$ cat config.mk
export PLATFORM = sky130hd
export DESIGN_NAME = core_lsu
export DESIGN_NICKNAME = d
export VERILOG_FILES = /design/src/rtl/core_lsu.sv
export SDC_FILE = /design/constraint.sdc
export NUM_CORES = 1
export LEC_CHECK = 0
export ABC_AREA = 1
export BUFFER_PORTS_ARGS = -buffer_cell sky130_fd_sc_hd__buf_2
export CORE_ASPECT_RATIO = 0.6
export CORE_MARGIN = 2
export CORE_UTILIZATION = 50
export DETAILED_ROUTE_END_ITERATION = 8
export PLACE_DENSITY_LB_ADDON = 0.08
export SYNTH_ARGS = -nofsm -noshare
export SYNTH_HDL_FRONTEND = slang
export SYNTH_SLANG_ARGS = --single-unit
export TNS_END_PERCENT = 100
$ cat constraint.sdc
create_clock -name CLK -period 2.17 [get_ports CLK]
set_clock_uncertainty 0.1 [all_clocks]
set_input_delay 0.1085 -clock CLK [delete_from_list [all_inputs] [get_ports CLK]]
set_output_delay 0.1085 -clock CLK [all_outputs]
set_load 0.05 [all_outputs]
$ cat src/rtl/core_lsu.sv
// core_lsu: single-outstanding RISC-V load/store unit in front of a simple
// valid/ready data bus with a separate completion (RVALID) channel.
// Optional feature macro: LSU_MISALIGN_SPLIT_EN. When it is defined,
// misaligned accesses are executed, in two bus beats if they cross a bus
// word. When it is undefined, misaligned accesses complete with an error.
module core_lsu #(
  parameter int DATA_W = 32
) (
  input  logic                CLK,
  input  logic                NRST,
  input  logic                REQ_VALID,
  output logic                REQ_READY,
  input  logic                REQ_WE,
  input  logic [2:0]          REQ_FUNCT3,
  input  logic [DATA_W-1:0]   REQ_ADDR,
  input  logic [DATA_W-1:0]   REQ_WDATA,
  input  logic [4:0]          REQ_RD,
  output logic                RSP_VALID,
  output logic [DATA_W-1:0]   RSP_RDATA,
  output logic [4:0]          RSP_RD,
  output logic                RSP_ERR,
  output logic                DMEM_VALID,
  input  logic                DMEM_READY,
  output logic                DMEM_WE,
  output logic [DATA_W-1:0]   DMEM_ADDR,
  output logic [DATA_W/8-1:0] DMEM_WSTRB,
  output logic [DATA_W-1:0]   DMEM_WDATA,
  input  logic                DMEM_RVALID,
  input  logic [DATA_W-1:0]   DMEM_RDATA,
  input  logic                DMEM_ERR
);

  localparam int NB = DATA_W / 8;
  localparam int LB = $clog2(NB);

  typedef enum logic [2:0] {IDLE, BEAT, WAIT, BEAT2, WAIT2, RESP} state_t;

  state_t              state;
  logic                we_q;
  logic [2:0]          f3_q;
  logic [LB-1:0]       off_q;
  logic [DATA_W-1:0]   base_q;
  logic                split_q;
  logic [NB-1:0]       strb2_q;
  logic [DATA_W-1:0]   wdata2_q;
  logic [DATA_W-1:0]   rbuf_q;

  logic [LB-1:0]       off;
  logic [DATA_W-1:0]   base;
  int                  sz;
  logic                legal;
  logic                bad;
  logic                split;
  logic [2*NB-1:0]     strb_w;
  logic [2*DATA_W-1:0] wd_w;
  logic [2*DATA_W-1:0] cat;
  logic [DATA_W-1:0]   ld_raw;
  logic [DATA_W-1:0]   ld_data;

  assign off  = REQ_ADDR[LB-1:0];
  assign base = {REQ_ADDR[DATA_W-1:LB], {LB{1'b0}}};

  // Sign- or zero-extend the low (8 << f3[1:0]) bits; f3[2] selects unsigned.
  function automatic logic [DATA_W-1:0] extend(input logic [DATA_W-1:0] d,
                                               input logic [2:0] f3);
    logic [DATA_W-1:0] r;
    int  bits;
    logic s;
    bits = 8 << f3[1:0];
    s    = 1'b0;
    for (int i = 0; i < DATA_W; i++)
      if (i == bits - 1) s = d[i] & ~f3[2];
    for (int i = 0; i < DATA_W; i++)
      r[i] = (i < bits) ? d[i] : s;
    return r;
  endfunction

  // Decode the incoming request: legality, alignment, and the lane-shifted
  // strobes/data spanning two bus words (upper half feeds the second beat).
  always_comb begin
    sz     = 1 << REQ_FUNCT3[1:0];
    legal  = 1'b0;
    strb_w = '0;
    wd_w   = '0;
    case (REQ_FUNCT3)
      3'b000, 3'b001, 3'b010: legal = 1'b1;
      3'b011:                 legal = (DATA_W == 64);
      3'b100, 3'b101:         legal = !REQ_WE;
      3'b110:                 legal = !REQ_WE && (DATA_W == 64);
      default:                legal = 1'b0;
    endcase
`ifdef LSU_MISALIGN_SPLIT_EN
    bad   = !legal;
    split = (int'(off) + sz) > NB;
`else
    bad   = !legal || ((int'(off) & (sz - 1)) != 0);
    split = 1'b0;
`endif
    for (int i = 0; i < NB; i++) begin
      strb_w[i] = (i < sz);
      if (i < sz) wd_w[8*i +: 8] = REQ_WDATA[8*i +: 8];
    end
    strb_w = strb_w << off;
    wd_w   = wd_w << {off, 3'b000};
  end

  // Merge returned beat(s) and shift the addressed bytes down to bit 0.
  always_comb begin
    cat     = (state == WAIT2) ? {DMEM_RDATA, rbuf_q} : {{DATA_W{1'b0}}, DMEM_RDATA};
    ld_raw  = DATA_W'(cat >> {off_q, 3'b000});
    ld_data = extend(ld_raw, f3_q);
  end

  // Request/beat/response sequencer; all outputs are registered here.
  always_ff @(posedge CLK or negedge NRST) begin
    if (!NRST) begin
      state      <= IDLE;
      REQ_READY  <= 1'b1;
      RSP_VALID  <= 1'b0;
      RSP_RDATA  <= '0;
      RSP_RD     <= '0;
      RSP_ERR    <= 1'b0;
      DMEM_VALID <= 1'b0;
      DMEM_WE    <= 1'b0;
      DMEM_ADDR  <= '0;
      DMEM_WSTRB <= '0;
      DMEM_WDATA <= '0;
      we_q       <= 1'b0;
      f3_q       <= '0;
      off_q      <= '0;
      base_q     <= '0;
      split_q    <= 1'b0;
      strb2_q    <= '0;
      wdata2_q   <= '0;
      rbuf_q     <= '0;
    end else begin
      RSP_VALID <= 1'b0;
      RSP_RDATA <= '0;
      RSP_ERR   <= 1'b0;
      case (state)
        IDLE: if (REQ_VALID) begin
          REQ_READY <= 1'b0;
          we_q      <= REQ_WE;
          f3_q      <= REQ_FUNCT3;
          off_q     <= off;
          base_q    <= base;
          split_q   <= split;
          RSP_RD    <= REQ_RD;
          strb2_q   <= REQ_WE ? strb_w[2*NB-1:NB] : '0;
          wdata2_q  <= REQ_WE ? wd_w[2*DATA_W-1:DATA_W] : '0;
          if (bad) begin
            state     <= RESP;
            RSP_VALID <= 1'b1;
            RSP_ERR   <= 1'b1;
          end else begin
            state      <= BEAT;
            DMEM_VALID <= 1'b1;
            DMEM_WE    <= REQ_WE;
            DMEM_ADDR  <= base;
            DMEM_WSTRB <= REQ_WE ? strb_w[NB-1:0] : '0;
            DMEM_WDATA <= REQ_WE ? wd_w[DATA_W-1:0] : '0;
          end
        end
        BEAT: if (DMEM_READY) begin
          DMEM_VALID <= 1'b0;
          state      <= WAIT;
        end
        WAIT: if (DMEM_RVALID) begin
          if (DMEM_ERR) begin
            state     <= RESP;
            RSP_VALID <= 1'b1;
            RSP_ERR   <= 1'b1;
          end else if (split_q) begin
            state      <= BEAT2;
            rbuf_q     <= DMEM_RDATA;
            DMEM_VALID <= 1'b1;
            DMEM_ADDR  <= base_q + DATA_W'(NB);
            DMEM_WSTRB <= strb2_q;
            DMEM_WDATA <= wdata2_q;
          end else begin
            state     <= RESP;
            RSP_VALID <= 1'b1;
            RSP_RDATA <= we_q ? '0 : ld_data;
          end
        end
        BEAT2: if (DMEM_READY) begin
          DMEM_VALID <= 1'b0;
          state      <= WAIT2;
        end
        WAIT2: if (DMEM_RVALID) begin
          state     <= RESP;
          RSP_VALID <= 1'b1;
          RSP_ERR   <= DMEM_ERR;
          RSP_RDATA <= (we_q || DMEM_ERR) ? '0 : ld_data;
        end
        RESP: begin
          state     <= IDLE;
          REQ_READY <= 1'b1;
        end
        default: state <= IDLE;
      endcase
    end
  end

endmodule

# Word-level counts from Yosys, hierarchy flattened
# Index checks and enable logic that the tools add are counted.
# Widths: inputs -> output; s select.
# word_totals
output_inout_bits	110
regBits	119
# classes
n_mux	107
order_cmp	36
eq_ne	48
addsub	2
reduce_logical	21
n_bitwise	36
shift	5
# ops
op	n
$eq 6x32->1 const A	16
$lt 6x32->1 const A	16
$mux 32	12
$eq 5x32->1 const A	8
$lt 5x32->1 const A	8
$eq 4x32->1 const A	4
$lt 3x32->1 const A	4
$lt 4x32->1 const A	4
$mux 1	74
$eq 3x32->1 const A	2
$lt 1x32->1 const A	2
$lt 2x32->1 const A	2
$mux 64	1
$pmux 32 s2	1
$shr 64x5->32	1
$sub 32x2->32 const B	2
$and 1x1->1	32
$and 3x32->32	1
$eq 2x32->1 const A	1
$logic_not 32->1	1
$mux 8	4
$reduce_bool 32->1	1
$shl 1x2->32 const A	1
$shl 32x5->32	1
other kinds (25)	56

# Logic depth before layout (Yosys ltp)
# Gate-level depths: netlist of run 1.
# depth
word_depth	41
mapped_depth	13
depth_no_buf	13

# Least setup slack after synthesis of run 1
# No wires, ideal clock.
# synth_path
kind	input -> register
start	input port REQ_FUNCT3[1]
end	register DMEM_WDATA[9]
arrival_ns	1.562
slack_ns	0.416
path_stages	11
required_time_ns	1.978
setup_time_ns	0.092
cell_sequence	buf_4 > nor2_1 > inv_1 > ha_1 > or2_1 > nand4_4 > nor2_4 > inv_2 > buf_2 > nand2_1 > o31ai_2
# synth_between
elab_chain_len	8
elab_cells_between_ends	29
cone_classes	add/sub: 1; order compare: 4; eq/ne: 5; shift: 2; mux: 9; bitwise: 1; reduce/logical: 7
# synth_rtl
item	line	source
start: declaration	14	input logic [2:0] REQ_FUNCT3,
$shl 1x2->32	81	sz = 1 << REQ_FUNCT3[1:0];
$lt 1x32->1, or another cell as far along	101	if (i < sz) wd_w[8*i +: 8] = REQ_WDATA[8*i +: 8];
$mux 8	101	
$shl 32x5->32	104	wd_w = wd_w << {off, 3'b000};
$mux 32	161	DMEM_WDATA <= REQ_WE ? wd_w[DATA_W-1:0] : '0;
$mux 32	151	if (bad) begin
$mux 32	141	IDLE: if (REQ_VALID) begin
$mux 32	n/a	
end signal: assignment	161	
end signal: assignment	179	DMEM_WDATA <= wdata2_q;
end: declaration	27	output logic [DATA_W-1:0] DMEM_WDATA,
# Parallel ways exist; a longest one is shown, timed or not. The select of a mux whose other input is x is not followed.
# A chain may end at the register's enable or synchronous reset.

# Final worst setup path of run 1
# layout_path
start	input port REQ_FUNCT3[0]
end	register DMEM_WDATA[12]
# The elaborated chain is that of the path after synthesis.

==> results of run 1 <==
report_power, final:
group	leakage (nW)	switching, mW	internal [mW]
logic	2.73	4.75	1.66
clock network	0.304	1.10	1.92
registers	1.55	0.438	2.90
sequential cells by signal (all words and copies together) (netlist names):
register	flops
DMEM_WDATA	32
RSP_RDATA	32
DMEM_ADDR	30
RSP_RD	5
DMEM_WSTRB	4
f3_q	3
state	3
off_q	2
DMEM_VALID	1
DMEM_WE	1
REQ_READY	1
RSP_ERR	1
RSP_VALID	1
we_q	1
final cells by class:
cell class	count	area, µm²	area share, %
Timing Repair Buffer	303	1950	22.7
Clock inverter	12	166	1.94
Inverter	43	164	1.91
Multi-Input combinational cell	544	2690	31.4
Tap cell	160	200	2.34
Clock buffer	20	467	5.45
Sequential cell	117	2930	34.2
critical path, cell delays in order:
cell                            delay (ns)
sky130_fd_sc_hd__dlygate4sd3_1        0.57
sky130_fd_sc_hd__buf_4                0.15
sky130_fd_sc_hd__inv_1                0.06
sky130_fd_sc_hd__nor2_2               0.13
sky130_fd_sc_hd__inv_1                0.06
sky130_fd_sc_hd__ha_1                 0.26
sky130_fd_sc_hd__or2_1                0.13
sky130_fd_sc_hd__nand4_4              0.13
sky130_fd_sc_hd__nor2_4               0.24
sky130_fd_sc_hd__inv_4                0.09
sky130_fd_sc_hd__buf_12               0.17
sky130_fd_sc_hd__nand2_1              0.11
sky130_fd_sc_hd__o31ai_4              0.07
worst min-delay path by stage:
stage                      to  slack [ns]           from  cells past startpoint
2_1_floorplan   DMEM_ADDR[10]       -0.29           NRST                      0
3_3_place_gp     DMEM_ADDR[2]        0.04           NRST                      1
3_5_place_dp     DMEM_ADDR[2]        0.05           NRST                      1
4_1_cts        DMEM_WDATA[25]        0.02  REQ_WDATA[25]                      5
5_1_grt         DMEM_WDATA[9]        0.04   REQ_WDATA[9]                      3
6_report       DMEM_WDATA[11]        0.01  REQ_WDATA[11]                      3
cells by family (layout without fill, tap and decap cells):
kind of cell,Yosys count,count (layout),share of synthesized area (%)
AOI/OAI and AO/OA,154,154,16.0
adders and majority gates,3,3,0.631
buffers and inverters,88,378,6.67
DFF,117,117,49.2
muxes,3,3,0.505
other,2,4,0.126
and+or+nand+nor,380,380,26.8
placed cells by master, fill, tap and decap left out, types with 3 or more instances in the layout:
cell type and count:
sky130_fd_sc_hd__inv_6 4, sky130_fd_sc_hd__buf_2 216, sky130_fd_sc_hd__nor2_2 4, sky130_fd_sc_hd__o211ai_1 13, sky130_fd_sc_hd__clkbuf_16 18, sky130_fd_sc_hd__nor3_1 3
sky130_fd_sc_hd__nand3_1 60, sky130_fd_sc_hd__clkbuf_8 3, sky130_fd_sc_hd__inv_2 7, sky130_fd_sc_hd__o21a_1 4, sky130_fd_sc_hd__conb_1 4, sky130_fd_sc_hd__o21ai_0 51
sky130_fd_sc_hd__clkinv_4 3, sky130_fd_sc_hd__inv_1 32, sky130_fd_sc_hd__o31ai_2 5, sky130_fd_sc_hd__dfrtp_1 116, sky130_fd_sc_hd__a21oi_1 16, sky130_fd_sc_hd__dlygate4sd3_1 51
sky130_fd_sc_hd__clkinv_1 3, sky130_fd_sc_hd__buf_12 5, sky130_fd_sc_hd__a31oi_1 10, sky130_fd_sc_hd__mux2i_1 3, sky130_fd_sc_hd__o21ai_1 21, sky130_fd_sc_hd__a21oi_2 15
sky130_fd_sc_hd__buf_4 29, sky130_fd_sc_hd__nand3_2 3, sky130_fd_sc_hd__ha_1 3, sky130_fd_sc_hd__a21boi_0 4, sky130_fd_sc_hd__nand2_2 5, sky130_fd_sc_hd__nor2_1 31
sky130_fd_sc_hd__nand2_1 265, sky130_fd_sc_hd__bufinv_16 3, sky130_fd_sc_hd__o221ai_1 7
layer usage:
metal	up-vias	share of wire [%]	GRT usage (%)
li1	3021	-	-
met1	2983	46	48.9
met2	410	42	46.5
met3	28	10	7.79
met4	0	1.2	7.94
met5	-	0	0
repair_timing:
action	in CTS	in global routing
setup buffers	0	1
hold buffers	51	0
endpoints found under the setup margin	0	74
endpoints found under the hold margin	103	0
gates resized for setup	0	17
==> insert_results.sql, run 1 <==
INSERT INTO impl_metrics (metric_group, metric, value, unit) VALUES
('critical_path', 'startpoint', 'REQ_FUNCT3[0]', ''),
('synth', 'yosysSeqAreaShare', '49.2', '%'),
('sta', 'max_freq', '473', 'MHz'),
('place', 'gp_congestion', '0.986', ''),
('cts', 'longest_clk_path_bufs', '2', ''),
('critical_path', 'setup.worst_path.class', 'input port to flop', ''),
('global_route', 'pin_count_of_the_biggest_net_entering_global_routing', '58', ''),
('global_route', 'antenna_found_initial', '0', ''),
('synth', 'synth_area_leaders', 'sky130_fd_sc_hd__dfrtp_1, sky130_fd_sc_hd__nand2_1, sky130_fd_sc_hd__nand3_1', ''),
('place', 'detailed_place_hpwl', '14100', 'µm'),
('synth', 'post-synth-top-count-cell', 'sky130_fd_sc_hd__nand2_1', ''),
('layout', 'fin_cells', '1199', ''),
('sta', 'hold_violations_final', '0', ''),
('synth', 'synth_area', '5950', 'µm²'),
('cts', 'clkSinkCount', '117', ''),
('synth', 'yosys.area.top_type', 'sky130_fd_sc_hd__dfrtp_1', ''),
('cts', 'cts.root.buffer_cell', 'sky130_fd_sc_hd__clkbuf_16', ''),
('layout', 'synthToLayoutAreaGrowth', '43.9', '%'),
('sta', 'tns', '0', 'ns'),
('power_and_ir_drop', 'report.power.total', '12.8', 'mW'),
('route', 'firstDrtPassIters', '6', ''),
('cts', 'clock_pin_slew_worst_setup_and_hold_paths', '0.06', 'ns'),
('die', 'core-area', '11400', 'µm²'),
('critical_path', 'crit_end', 'DMEM_WDATA[12]', ''),
('route', 'route.antenna.remaining_nets', '0', ''),
('global_route', 'first_global_vias', '5962', ''),
('route', 'vias', '6442', ''),
('cts', 'worst_skew_pair.late_latency', '0.41', 'ns'),
('place', 'worst_setup_slack_after_placement', '0.163', 'ns'),
('critical_path', 'regToRegSetupSlack', '0.17', 'ns'),
('sta', 'final.hold.worst_slack', '0.0135', 'ns'),
('global_route', 'grt_pass1_wl', '31300', 'µm'),
('die', 'placement_row_count', '30', ''),
('layout', 'antenna-diode-count', '0', ''),
('sta', 'report.final.setup_viol', '0', ''),
('layout', 'final_layout_size_suffix_gt1_share', '32.1', '%'),
('route', 'postRouteWirelength', '20700', 'µm'),
('place', 'dpl-instance-area', '7320', 'µm²'),
('die', 'initial_utilization', '52.0', '%'),
('die', 'die-area', '12800', 'µm²'),
('critical_path', 'cp_arrival', '2.30', 'ns'),
('route', 'routed_via_count_divided_by_cell_count', '5.37', ''),
('critical_path', 'timing.critical_path.fanout_max', '29', ''),
('synth', 'synth.distinct_cells', '41', ''),
('sta', 'worst_slew_pin_slew', '0.605', 'ns'),
('power_and_ir_drop', 'static-leakage-power', '4.59', 'nW'),
('critical_path', 'cp-end-kind', 'flop', ''),
('global_route', 'globalRoute.totalOverflow', '0', ''),
('critical_path', 'reg2reg_from', 'state[1]', ''),
('route', 'total_drc_errors_in_the_routed_layout', '0', ''),
('layout', 'fillers', '827', ''),
('job', 'maxCapViolations', '0', ''),
('power_and_ir_drop', 'p_per_area', '1490', 'nW/µm²'),
('layout', 'fin_util', '74.8', '%'),
('cts', 'cts_htree_levels', '4', ''),
('outcome', 'run_status', 'finished clean', ''),
('place', 'port_buffers', '218', ''),
('critical_path', 'crit_path_required_time', '2.35', 'ns'),
('sta', 'timing.slew.headroom', '59.5', '%'),
('critical_path', 'capture_instance_of_the_worst_register_to_register_path', 'RSP_RDATA[24]', ''),
('die', 'io-pin-count', '221', ''),
('place', 'dpl.cell_count', '1114', ''),
('sta', 'post-route-worst-setup-slack', '0.0539', 'ns'),
('synth', 'netlist_top_cells_count', 'sky130_fd_sc_hd__nand2_1, sky130_fd_sc_hd__dfrtp_1, sky130_fd_sc_hd__nand3_1, sky130_fd_sc_hd__o21ai_0', ''),
('global_route', 'gr-usage-all-layers', '32.2', '%'),
('cts', 'numCtsBuffers', '17', ''),
('power_and_ir_drop', 'ir_drop', '0.00150', 'V'),
('synth', 'synth_seq_cells', '117', ''),
('sta', 'report.final.slew_viol_count', '0', ''),
('critical_path', 'timing.critical_path.from_type', 'input port', ''),
('synth', 'ys.flop_type', 'sky130_fd_sc_hd__dfrtp_1', '');
Note: power is estimated with default switching activity, not from simulation.
==> inputs of run 2 (changes only) <==
Settings changed: BUFFER_PORTS_ARGS -buffer_cell sky130_fd_sc_hd__buf_2 to unset, DONT_BUFFER_PORTS set to 1.
==> insert_results.sql, run 2 (synthesis gave the netlist of run 1 again) <==
INSERT INTO impl_metrics (metric_group, metric, value, unit) VALUES
('critical_path', 'timing.critical_path.fanout_max', '15', ''),
('critical_path', 'capture_instance_of_the_worst_register_to_register_path', 'RSP_RDATA[5]', ''),
('cts', 'cts.root.buffer_cell', 'sky130_fd_sc_hd__clkbuf_16', ''),
('critical_path', 'regToRegSetupSlack', '0.12', 'ns'),
('outcome', 'run_status', 'finished with violations', ''),
('critical_path', 'number_of_buffers_and_inverters_on_the_critical_path', '4', ''),
('sta', 'report.final.setup_viol', '0', ''),
('die', 'core-area', '11400', 'µm²'),
('critical_path', 'worst_r2r_path_depth', '6', ''),
('global_route', 'first_global_vias', '5587', ''),
('layout', 'fin_util', '68.1', '%'),
('power_and_ir_drop', 'ir_drop', '0.000994', 'V'),
('layout', 'top_regs', 'DMEM_WDATA: 32 flops, RSP_RDATA: 32 flops, DMEM_ADDR: 30 flops', ''),
('layout', 'synthToLayoutAreaGrowth', '31.0', '%'),
('layout', 'layout.nets', '962', ''),
('place', 'port_buffers', '0', ''),
('critical_path', 'setup.worst_path.class', 'input port to flop', ''),
('global_route', 'globalRoute.totalOverflow', '0', ''),
('critical_path', 'startpoint', 'REQ_ADDR[0]', ''),
('critical_path', 'cp-end-kind', 'flop', ''),
('die', 'placement_row_count', '30', ''),
('sta', 'final.hold.worst_slack', '-0.718', 'ns'),
('die', 'io-pin-count', '221', ''),
('route', 'route.antenna.remaining_nets', '0', ''),
('critical_path', 'critical_path.most_common_cell', 'sky130_fd_sc_hd__dlygate4sd3_1', ''),
('layout', 'antenna-diode-count', '0', ''),
('critical_path', 'timing.critical_path.from_type', 'input port', ''),
('global_route', 'pin_count_of_the_biggest_net_entering_global_routing', '118', ''),
('cts', 'clock_pin_slew_worst_setup_and_hold_paths', '0.06', 'ns'),
('layout', 'most-common-layout-cells', 'sky130_fd_sc_hd__nand2_1, sky130_fd_sc_hd__dfrtp_1, sky130_fd_sc_hd__dlygate4sd3_1, sky130_fd_sc_hd__nand3_1, sky130_fd_sc_hd__o21ai_0', ''),
('cts', 'longest_clk_path_bufs', '2', ''),
('layout', 'mostFrequentLayoutCell', 'sky130_fd_sc_hd__nand2_1', ''),
('global_route', 'antenna_found_initial', '0', ''),
('place', 'gp_congestion', '0.952', ''),
('global_route', 'grt_use_met1', '45.8', '%'),
('route', 'firstDrtPassIters', '6', ''),
('die', 'initial_utilization', '52.0', '%'),
('sta', 'report.final.slew_viol_count', '0', ''),
('sta', 'grt_setup_unrepaired', 'true', ''),
('critical_path', 'worst_path_largest_cell_delay', '0.78', 'ns'),
('route', 'vias', '5844', ''),
('job', 'maxCapViolations', '0', ''),
('global_route', 'busiest_grt_layer', 'met1', ''),
('route', 'drt-wirelength-per-cell', '19.7', 'µm'),
('global_route', 'global_route.usage.met3', '12.8', '%'),
('die', 'die_w', '145', 'µm'),
('sta', 'min_period', '2.11', 'ns'),
('route', 'drtIter0Drc', '850', ''),
('outcome', 'failed_checks', 'hold timing', ''),
('die', 'die-area', '12800', 'µm²'),
('sta', 'tns', '0', 'ns'),
('sta', 'hold_violations_final', '117', ''),
('critical_path', 'timing.critical_path.max_delay_family', 'buffers and inverters', ''),
('cts', 'tritoncts', 'done', ''),
('min_path', 'class_of_the_tightest_hold_or_removal_check', 'input port to async pin', ''),
('sta', 'max_freq', '474', 'MHz'),
('sta', 'worst_slew_pin_slew', '0.558', 'ns'),
('critical_path', 'reg2reg_from', 'off_q[0]', ''),
('cts', 'holdBufCountCts', '106', ''),
('sta', 'timing.slew.headroom', '62.4', '%'),
('global_route', 'gr-usage-all-layers', '32.0', '%'),
('cts', 'numCtsBuffers', '17', ''),
('cts', 'clkSinkCount', '117', ''),
('critical_path', 'crit_path_top_delay_cell', 'sky130_fd_sc_hd__dlygate4sd3_1', ''),
('global_route', 'groute.layer.met2.usage', '44.6', '%'),
('cts', 'worst_skew_pair.late_latency', '0.41', 'ns'),
('cts', 'cts_htree_levels', '4', ''),
('layout', 'final_layout_size_suffix_gt1_share', '10.8', '%'),
('route', 'routed_via_count_divided_by_cell_count', '5.72', ''),
('die', 'fp.dieH', '88.5', 'µm'),
('power_and_ir_drop', 'static-leakage-power', '3.71', 'nW'),
('critical_path', 'cp_arrival', '2.35', 'ns'),
('sta', 'final_min_period_over_clock_period', '97.3', '%'),
('place', 'detailed_place_hpwl', '13400', 'µm'),
('critical_path', 'crit_path_required_time', '2.41', 'ns'),
('global_route', 'grt_pass1_wl', '30600', 'µm'),
('route', 'total_drc_errors_in_the_routed_layout', '0', ''),
('critical_path', 'timing.critical_path.cells', 'dlygate4sd3_1, inv_1, buf_4, nor2_1, a21oi_2, nand2_1, nand3_1, dlygate4sd3_1, o21ai_1', ''),
('route', 'postRouteWirelength', '20100', 'µm'),
('power_and_ir_drop', 'p_per_area', '1530', 'nW/µm²');
run 2: cell types whose count changed in the layout (fill, tap and decap cells not counted), sizes merged:
| cell | previous run | this run |
|---|---|---|
| clkbuf | 21 | 17 |
| buf | 251 | 19 |
| inv | 44 | 45 |
| dlygate4sd3 | 51 | 106 |
| clkinvlp | 2 | 0 |
| clkinv | 6 | 10 |
run 2: through the flow:
step                      setup WS, ns  cells  power, mW  instance area, µm²
after floorplan                  0.416    749       7.73                5960
after global placement           0.113    883       8.52                6090
after detailed placement        0.0244    883       8.57                6090
after CTS                       0.0198   1021       11.8                7770
after global routing           -0.0140   1021       12.5                7790
final                           0.0592   1021       11.9                7790
run 2: how the worst max path moves through the flow:
stage	endpoint	cells after the start	slack [ns]
finish	DMEM_WDATA[25]	9	0.06
global route	RSP_RDATA[19]	6	-0.01
CTS	DMEM_WDATA[26]	8	0.02
detailed placement	RSP_RDATA[25]	9	0.02
global placement	RSP_RDATA[25]	9	0.11
floorplan	DMEM_WDATA[9]	11	0.42
run 2: report_power, final:
group / internal (mW) / switching (mW) / total [mW]
Combinational: 1.13 / 2.11 / 3.24
Sequential: 2.85 / 2.83 / 5.68
Clock: 1.84 / 1.13 / 2.96
run 2: cell type report:
class / count / area, µm²
Clock inverter: 15 / 194
Multi-Input combinational cell: 544 / 2650
Sequential cell: 117 / 2930
Tap cell: 160 / 200
Clock buffer: 17 / 425
Timing Repair Buffer: 125 / 1230
Fill cell: 898 / 3660
Inverter: 43 / 163
run 2: routing by layer:
layer | up-vias | share of wire, %
met5 | - | 0
met4 | 0 | 1.9
met3 | 45 | 14
met2 | 382 | 41
met1 | 2748 | 44
li1 | 2669 | -
run 2: repair_timing:
item,4_1_cts,5_1_grt
gates resized for setup,1,5
hold endpoints to repair,212,117
cloned,0,0
setup endpoints to repair,1,23
setup buffers,0,0
==> inputs of run 3 (changes only) <==
Clock period 2.17 ns to 2 ns, I/O delays scaled along.
==> insert_results.sql, run 3 (synthesis gave the netlist of run 1 again) <==
INSERT INTO impl_metrics (metric_group, metric, value, unit) VALUES
('cts', 'longest_clk_path_bufs', '2', ''),
('cts', 'clkSinkCount', '117', ''),
('layout', 'fin_cells', '1040', ''),
('layout', 'seq_area', '2930', 'µm²'),
('layout', 'most-common-layout-cells', 'sky130_fd_sc_hd__nand2_1, sky130_fd_sc_hd__dfrtp_1, sky130_fd_sc_hd__dlygate4sd3_1, sky130_fd_sc_hd__nand3_1, sky130_fd_sc_hd__o21ai_0', ''),
('die', 'die_w', '145', 'µm'),
('place', 'gp_congestion', '1.02', ''),
('route', 'vias', '5875', ''),
('route', 'firstDrtPassIters', '7', ''),
('power_and_ir_drop', 'ir_drop', '0.000916', 'V'),
('die', 'die-area', '12800', 'µm²'),
('cts', 'cts.root.buffer_cell', 'sky130_fd_sc_hd__clkbuf_16', ''),
('die', 'core-area', '11400', 'µm²'),
('sta', 'final_min_period_over_clock_period', '97.3', '%'),
('place', 'detailed_place_hpwl', '13400', 'µm'),
('critical_path', 'setup.worst_path.class', 'flop to flop', ''),
('sta', 'hold_violations_final', '117', ''),
('critical_path', 'timing.critical_path.from_type', 'flop', ''),
('route', 'total_drc_errors_in_the_routed_layout', '0', ''),
('cts', 'cts_htree_levels', '4', ''),
('cts', 'tritoncts', 'done', ''),
('die', 'placement_row_count', '30', ''),
('place', 'dpl.cell_count', '908', ''),
('layout', 'multi_input_area', '2660', 'µm²'),
('sta', 'report.final.setup_viol', '0', ''),
('route', 'postRouteWirelength', '19900', 'µm'),
('sta', 'tns', '0', 'ns'),
('min_path', 'class_of_the_tightest_hold_or_removal_check', 'input port to async pin', ''),
('sta', 'final.hold.worst_slack', '-0.720', 'ns'),
('critical_path', 'cp-end-kind', 'flop', ''),
('die', 'initial_utilization', '52.0', '%'),
('layout', 'mostFrequentLayoutCell', 'sky130_fd_sc_hd__nand2_1', ''),
('job', 'maxCapViolations', '0', ''),
('place', 'port_buffers', '0', ''),
('power_and_ir_drop', 'p_per_area', '1630', 'nW/µm²'),
('sta', 'grt_setup_unrepaired', 'false', ''),
('layout', 'layout.nets', '981', ''),
('sta', 'report.final.slew_viol_count', '0', ''),
('outcome', 'run_status', 'finished with violations', ''),
('critical_path', 'capture_instance_of_the_worst_register_to_register_path', 'RSP_RDATA[2]', ''),
('power_and_ir_drop', 'static-leakage-power', '3.78', 'nW'),
('die', 'fp.dieH', '88.5', 'µm'),
('layout', 'antenna-diode-count', '0', ''),
('critical_path', 'crit_path_required_time', '2.19', 'ns'),
('global_route', 'first_global_vias', '5531', ''),
('layout', 'fillers', '893', ''),
('global_route', 'grt_pass1_wl', '30400', 'µm'),
('route', 'route.antenna.remaining_nets', '0', ''),
('cts', 'cts_post_setup_buffers_inserted', '0', ''),
('layout', 'top_regs', 'DMEM_WDATA: 32 flops, RSP_RDATA: 32 flops, DMEM_ADDR: 30 flops', ''),
('global_route', 'pin_count_of_the_biggest_net_entering_global_routing', '118', ''),
('global_route', 'gr-usage-all-layers', '31.6', '%'),
('cts', 'holdBufCountCts', '100', ''),
('critical_path', 'cp_arrival', '2.14', 'ns'),
('die', 'io-pin-count', '221', ''),
('critical_path', 'timing.critical_path.fanout_max', '24', ''),
('route', 'routed_via_count_divided_by_cell_count', '5.65', ''),
('critical_path', 'reg2reg_from', 'off_q[0]', ''),
('global_route', 'globalRoute.totalOverflow', '0', ''),
('sta', 'timing.slew.headroom', '59.6', '%'),
('global_route', 'antenna_found_initial', '0', ''),
('sta', 'worst_slew_pin_slew', '0.600', 'ns'),
('critical_path', 'worst_r2r_path_depth', '6', ''),
('outcome', 'failed_checks', 'hold timing', ''),
('critical_path', 'regToRegSetupSlack', '0.05', 'ns'),
('sta', 'max_freq', '514', 'MHz'),
('sta', 'min_period', '1.95', 'ns'),
('cts', 'clock_pin_slew_worst_setup_and_hold_paths', '0.06', 'ns'),
('route', 'drt-wirelength-per-cell', '19.2', 'µm'),
('layout', 'final_layout_size_suffix_gt1_share', '13.9', '%'),
('layout', 'synthToLayoutAreaGrowth', '32.6', '%'),
('route', 'drtIter0Drc', '983', ''),
('cts', 'worst_skew_pair.late_latency', '0.41', 'ns'),
('cts', 'numCtsBuffers', '17', '');
## run 3: cell types whose count changed in the layout (fill, tap and decap cells not counted), sizes merged
| cell | before | now |
|---|---|---|
| clkinv | 10 | 7 |
| dlygate4sd3 | 106 | 99 |
| dlymetal6s4s | 0 | 1 |
| bufinv | 3 | 1 |
| clkbuf | 17 | 18 |
| inv | 45 | 42 |
| buf | 19 | 44 |
| clkinvlp | 0 | 7 |
## run 3: critical path, cell delays in order (launching register included)
cell and delay [ns]:
sky130_fd_sc_hd__dfrtp_2 0.46, sky130_fd_sc_hd__buf_4 0.24, sky130_fd_sc_hd__nand2_1 0.09, sky130_fd_sc_hd__nand2_1 0.07, sky130_fd_sc_hd__dlygate4sd3_1 0.56, sky130_fd_sc_hd__a31oi_1 0.23, sky130_fd_sc_hd__nor2_1 0.08
## run 3: timing repair
action | 4_1_cts | 5_1_grt
hold endpoints to repair | 208 | 117
endpoints found under the setup margin | 0 | 39
resized for setup | 0 | 12
## run 3: cell type report
type,instances,share of cell area (%)
inverter,43,2.06
tap,160,2.54
timing repair buffer,144,17.4
sequential,117,37.1
clock buffer,18,5.57
multi-input combinational,544,33.7
clock inverter,14,1.62
## run 3: metrics by stage
stage | setup slack [ns] | hold WS, ns | utilization, % | total power [mW] | cell area [µm²]
floorplan | 0.255 | -0.296 | - | 8.38 | 5960
global placement | 0.137 | -0.294 | 55.0 | 9.54 | 6290
detailed placement | 0.0802 | -0.294 | 55.0 | 9.61 | 6290
CTS | 0.0470 | -0.731 | 68.6 | 12.8 | 7860
global route | 0.00431 | -0.735 | 68.9 | 13.5 | 7890
finish | 0.0546 | -0.720 | 68.9 | 12.9 | 7890
## run 3: worst max-delay path by stage
stage                         end  cells after the start  slack (ns)           from
floorplan           DMEM_WDATA[9]                     11        0.25  REQ_FUNCT3[1]
global placement    RSP_RDATA[14]                      9        0.14       state[1]
detailed placement  RSP_RDATA[27]                      9        0.08       state[1]
CTS                 DMEM_WDATA[6]                      7        0.05       state[1]
global route        RSP_RDATA[19]                      7       0.004       off_q[1]
finish               RSP_RDATA[2]                      6        0.05       off_q[0]
## run 3: routing by layer
metal  vias to the layer above  part of all wire [%]  global-route usage, %
li1                       2701                     -                      -
met1                      2704                    44                   46.9
met2                       424                    40                   43.1
met3                        46                    13                   11.1
met4                         0                   2.0                   9.71
met5                         -                     0                      0
## run 3: report_power, final
group	internal, mW	switching [mW]	total, mW
sequential	3.11	2.74	5.85
combinational	1.43	2.69	4.11
clock	1.75	1.18	2.92
total	6.28	6.60	12.9
